**config.mk**
```make
export PLATFORM = sky130hd
export DESIGN_NAME = ex_mem_stage
export DESIGN_NICKNAME = d
export VERILOG_FILES = /design/src/rtl/ex_mem_stage.sv
export SDC_FILE = /design/constraint.sdc
export NUM_CORES = 1
export LEC_CHECK = 0
export BUFFER_PORTS_ARGS = -buffer_cell sky130_fd_sc_hd__buf_4
export CELL_PAD_IN_SITES_DETAIL_PLACEMENT = 2
export CELL_PAD_IN_SITES_GLOBAL_PLACEMENT = 2
export CORE_AREA = 5 5 155 142
export DETAILED_ROUTE_END_ITERATION = 16
export DIE_AREA = 0 0 160 147
export GPL_TIMING_DRIVEN = 0
export PLACE_DENSITY = 0.91
export SLEW_MARGIN = 5
export SYNTH_ARGS = -nofsm -noshare
export SYNTH_HDL_FRONTEND = slang
export SYNTH_SLANG_ARGS = --single-unit
```
**constraint.sdc**
```tcl
create_clock -name clk -period 3.95 [get_ports clk]
set_input_delay 0.1975 -clock clk [delete_from_list [all_inputs] [get_ports clk]]
set_output_delay 0.1975 -clock clk [all_outputs]
set_load 0.03 [all_outputs]
```
**src/rtl/ex_mem_stage.sv**
```systemverilog
// EX/MEM pipeline register: captures the ALU result and controls, owns the
// architectural NZCV flag register and resolves B.cond / CBZ / CBNZ so the
// branch decision arrives in MEM already registered.
module ex_mem_stage #(
    parameter int WIDTH   = 64,
    parameter int REGBITS = 5
) (
    input  logic               clk,
    input  logic               reset,
    input  logic               stall,
    input  logic               flush,
    input  logic               ex_valid,
    input  logic [WIDTH-1:0]   ex_result,
    input  logic               ex_negative,
    input  logic               ex_zero,
    input  logic               ex_overflow,
    input  logic               ex_carry_out,
    input  logic               ex_set_flags,
    input  logic               ex_br_cond,
    input  logic [3:0]         ex_cond,
    input  logic               ex_cbz,
    input  logic               ex_cbnz,
    input  logic [REGBITS-1:0] ex_rd,
    input  logic               ex_reg_write,
    input  logic               ex_mem_read,
    input  logic               ex_mem_write,
    input  logic [WIDTH-1:0]   ex_store_data,
    output logic               mem_valid,
    output logic [WIDTH-1:0]   mem_result,
    output logic [WIDTH-1:0]   mem_store_data,
    output logic [REGBITS-1:0] mem_rd,
    output logic               mem_reg_write,
    output logic               mem_mem_read,
    output logic               mem_mem_write,
    output logic               mem_branch_taken,
    output logic               flag_n,
    output logic               flag_z,
    output logic               flag_v,
    output logic               flag_c
);

    // Evaluate an ARM-style condition code against a set of NZCV flags.
    function automatic logic cond_holds(
        input logic [3:0] cond,
        input logic       n,
        input logic       z,
        input logic       v,
        input logic       c
    );
        logic res;
        case (cond)
            4'h0:    res = z;
            4'h1:    res = ~z;
            4'h2:    res = c;
            4'h3:    res = ~c;
            4'h4:    res = n;
            4'h5:    res = ~n;
            4'h6:    res = v;
            4'h7:    res = ~v;
            4'h8:    res = c & ~z;
            4'h9:    res = ~c | z;
            4'hA:    res = (n == v);
            4'hB:    res = (n != v);
            4'hC:    res = ~z & (n == v);
            4'hD:    res = z | (n != v);
            4'hE:    res = 1'b1;
            4'hF:    res = 1'b1;
            default: res = 1'b0;
        endcase
        return res;
    endfunction

    logic               valid_r;
    logic [WIDTH-1:0]   result_r;
    logic [WIDTH-1:0]   store_data_r;
    logic [REGBITS-1:0] rd_r;
    logic               reg_write_r;
    logic               mem_read_r;
    logic               mem_write_r;
    logic               branch_taken_r;
    logic               flag_n_r;
    logic               flag_z_r;
    logic               flag_v_r;
    logic               flag_c_r;

    logic               load_s;
    logic               cond_true_s;
    logic               taken_s;
    logic               flag_we_s;

    // Branch decision and load/flag-write enables; the condition sees the
    // flags as they stand before this edge, so no bypass from a same-cycle op.
    always_comb begin
        load_s      = 1'b0;
        cond_true_s = 1'b0;
        taken_s     = 1'b0;
        flag_we_s   = 1'b0;
        if (reset && !flush && !stall) begin
            load_s = 1'b1;
        end else begin
            load_s = 1'b0;
        end
        cond_true_s = cond_holds(ex_cond, flag_n_r, flag_z_r, flag_v_r, flag_c_r);
        taken_s     = ex_valid & ((ex_br_cond & cond_true_s)
                                | (ex_cbz  &  ex_zero)
                                | (ex_cbnz & ~ex_zero));
        flag_we_s   = ex_valid & ex_set_flags & load_s;
    end

    // Pipeline register: reset clears, flush inserts a zeroed bubble,
    // stall holds, otherwise capture EX with side effects gated by ex_valid.
    always_ff @(posedge clk) begin
        if (!reset) begin
            valid_r        <= 1'b0;
            result_r       <= {WIDTH{1'b0}};
            store_data_r   <= {WIDTH{1'b0}};
            rd_r           <= {REGBITS{1'b0}};
            reg_write_r    <= 1'b0;
            mem_read_r     <= 1'b0;
            mem_write_r    <= 1'b0;
            branch_taken_r <= 1'b0;
        end else if (flush) begin
            valid_r        <= 1'b0;
            result_r       <= {WIDTH{1'b0}};
            store_data_r   <= {WIDTH{1'b0}};
            rd_r           <= {REGBITS{1'b0}};
            reg_write_r    <= 1'b0;
            mem_read_r     <= 1'b0;
            mem_write_r    <= 1'b0;
            branch_taken_r <= 1'b0;
        end else if (stall) begin
            valid_r        <= valid_r;
            result_r       <= result_r;
            store_data_r   <= store_data_r;
            rd_r           <= rd_r;
            reg_write_r    <= reg_write_r;
            mem_read_r     <= mem_read_r;
            mem_write_r    <= mem_write_r;
            branch_taken_r <= branch_taken_r;
        end else begin
            valid_r        <= ex_valid;
            result_r       <= ex_result;
            store_data_r   <= ex_store_data;
            rd_r           <= ex_rd;
            reg_write_r    <= ex_reg_write & ex_valid;
            mem_read_r     <= ex_mem_read  & ex_valid;
            mem_write_r    <= ex_mem_write & ex_valid;
            branch_taken_r <= taken_s;
        end
    end

    // Architectural NZCV: written only when a valid flag-setting op is consumed.
    always_ff @(posedge clk) begin
        if (!reset) begin
            flag_n_r <= 1'b0;
            flag_z_r <= 1'b0;
            flag_v_r <= 1'b0;
            flag_c_r <= 1'b0;
        end else if (flag_we_s) begin
            flag_n_r <= ex_negative;
            flag_z_r <= ex_zero;
            flag_v_r <= ex_overflow;
            flag_c_r <= ex_carry_out;
        end else begin
            flag_n_r <= flag_n_r;
            flag_z_r <= flag_z_r;
            flag_v_r <= flag_v_r;
            flag_c_r <= flag_c_r;
        end
    end

    assign mem_valid        = valid_r;
    assign mem_result       = result_r;
    assign mem_store_data   = store_data_r;
    assign mem_rd           = rd_r;
    assign mem_reg_write    = reg_write_r;
    assign mem_mem_read     = mem_read_r;
    assign mem_mem_write    = mem_write_r;
    assign mem_branch_taken = branch_taken_r;
    assign flag_n           = flag_n_r;
    assign flag_z           = flag_z_r;
    assign flag_v           = flag_v_r;
    assign flag_c           = flag_c_r;

endmodule

```
==> metrics.txt <==
outcome complete, no violations; critical path arrival 2.00 ns; overall power 3.71 mW; number of remaining DRC errors 0; data required time at the worst endpoint 4.28 ns; area of the core 20300 sq um; TritonCTS clock tree built; maximum buffer depth of the clock tree 2; Port-buffer cells 292; total wire length after detailed routing between 20000 and 25000 microns; Static Leakage ~4 nW; initial antenna violation count 1; Hold WC Path Type primary input to flop; fill count approximately 2200; via count of the first global-routing pass 5368; area of the die 23500 sq um; commonest cells after routing, fill and taps aside 293 x buf_4, 142 x dfxtp_1, 140 x nor2_1; count of inserted antenna diode cells 0; total placed instance area roughly 7700 sq um; CTS clk-pin slew, worst paths about 0.07 ns; post-route cell area around 8300 sq um; Main synth FF type dfxtp_1; io pins 295; First-pass DRT Iterations 4; Synthesized Nets around 650; area of the multi-input gates 2140 sq um; cells along the critical path or4b_1, a311oi_1, a21oi_1, o311a_1, a31oi_1; Slew headroom 51.0%; VDD IR max 0.253 mV; warning count from the yosys run 0; Root Driver clkbuf_16; portion of the post-synthesis area used by sequential elements a little under three fifths; wire length per cell after detailed routing 19.0 microns; total congestion overflow after global routing 0; leading cell type in the layout, fill and taps excluded buf_4; depth of the CTS H-tree 4; gate count of the mapped netlist between 400 and 500; wire length of the first global-routing pass between 30000 and 40000 microns; FP Rows 50; antenna viol nets, final 0; final slew viol count 0; actual transition at the worst max-transition pin approximately 0.73 ns; asr flop ratio synth 0%; Setup-failing EPs final 0; worst path bufs/invs 0; Final GP Congestion 0.729; cell area after synthesis 5160 sq um; Final Hold Viols 0; reported max-cap violation count 0; CP Launch Type flop; die outline height ~150 microns; critical path's top delay family compound AO/OA/AOI/OAI gates; setup repair after global routing missed its margin no; register area 2840 sq um; maximum fanout count along the critical path 8; number of distinct standard cells referenced by the synthesized netlist 32; total number of clock tree sinks about 140; Avg Cell Area, Syn 10.4 sq um; start-to-end type of the worst setup path flop to flop; First DRT Iteration DRCs 97; non-filler cells, final about 1100; clock latency on the worst-skew pair 0.40 ns; biggest cell delay along the critical path 0.53 ns; starting density of the core approximately 25%; total number of vias 4799; CTS buffer count 17; endpoint class of the critical path flop; placed cell count between 1000 and 1500; postcts setup bufs 0; flops & latches, synth 142; overall fraction of global-route tracks in use 16.7%; maximum frequency from static timing analysis between 0.6 and 0.7 GHz; setup clock skew after layout 0.000613 ns; DP HPWL 16300 microns; Final #Nets about 960; share of cells above drive strength 1 41.3%; post-detailed-route via-to-cell ratio 4.43; number of enable-type register cells in the synthesized netlist 0; power density over cell area about 450 nW/um^2; post-synthesis to final-layout area growth 61.7%; maximum number of pins on one net before global-route repair 17; final period utilization 42.2%; total negative slack for setup checks 0 ns; Min Clock Period, post-route between 1.5 and 2 ns; die width ~160 microns; cell with the biggest individual delay on the critical path or4b_1
-- routing by layer --
metal / part of all wire (%) / up-vias / track usage, %
met5: 0 / - / 0
met4: 1.8 / 0 / 5.68
met2: 55 / 156 / 32.2
met1: 37 / 2330 / 16.9
met3: 6.3 / 21 / 5.33
li1: - / 2292 / -
-- cell usage after synthesis, drive strengths merged (2+ instances only) --
cell type	number	area share, %
xnor2	2	0.34
a21oi	4	0.39
a22oi	4	0.58
dfxtp	142	55
mux2i	134	26
nor2b	2	0.24
nand3	4	0.39
nand4b	3	0.51
nor2	140	10
buf	18	1.9
o21ai	5	0.48
nand2	2	0.15
clkbuf	15	1.1
inv	6	0.44
-- where the power goes --
| part | switching, mW | total, mW | internal, mW |
|---|---|---|---|
| logic | 0.262 | 0.500 | 0.238 |
| clock network | 0.650 | 1.71 | 1.06 |
| registers | 0.0266 | 1.51 | 1.48 |
-- flip-flops by register name, indices dropped and copies added, names as in the netlist --
name              count
flag_c                1
mem_valid             1
mem_store_data       64
flag_z                1
mem_branch_taken      1
flag_v                1
mem_rd                5
mem_result           64
mem_mem_write         1
flag_n                1
mem_mem_read          1
mem_reg_write         1
-- per-stage QoR --
stage / utilization [%] / setup WS [ns] / hold WS [ns]
2_1_floorplan: - / 2.31 / 0.336
3_3_place_gp: 37.8 / 1.91 / 0.425
3_5_place_dp: 37.8 / 1.92 / 0.437
4_1_cts: 41.1 / 2.23 / 0.000731
5_1_grt: 41.1 / 2.14 / 0.00635
6_report: 41.1 / 2.28 / 0.0199
-- layout make-up --
class / instances / share of cell area (%)
Buffer: 33 / 1.83
Clock buffer: 18 / 5.14
Clock inverter: 13 / 2.26
Inverter: 6 / 0.270
Multi-Input combinational cell: 314 / 25.7
Sequential cell: 142 / 34.1
Tap cell: 260 / 3.90
Timing Repair Buffer: 297 / 26.9
-- final timing paths --
kind                      from               end  slack, ns  depth (start not counted)
setup / recovery        flag_n  mem_branch_taken       2.28                          5
hold / removal    ex_result[0]     mem_result[0]       0.02                          3
hold reg to reg      mem_valid         mem_valid       0.50                          2
setup reg to reg        flag_n  mem_branch_taken       2.28                          5
-- worst reg2reg max path, stage by stage (launching register included) --
cell      delay (ns)
dfxtp_1         0.40
or4b_1          0.53
a311oi_1        0.30
a21oi_1         0.07
o311a_1         0.13
a31oi_1         0.17
-- logic make-up after synthesis --
| kind of cell | count (synthesis) | share of synthesized area (%) |
|---|---|---|
| simple gates | 156 | 12.2 |
| compound gates | 21 | 2.81 |
| buf+inv | 39 | 3.39 |
| mux | 134 | 26.0 |
| flops | 142 | 55.1 |
| xor+xnor | 3 | 0.509 |
-- what timing repair did --
action | in CTS | in global routing
gates resized for setup | 0 | 0
hold endpoints to repair | 5 | 0
hold buffers | 5 | 0
Note: power is estimated with default switching activity, not from simulation.
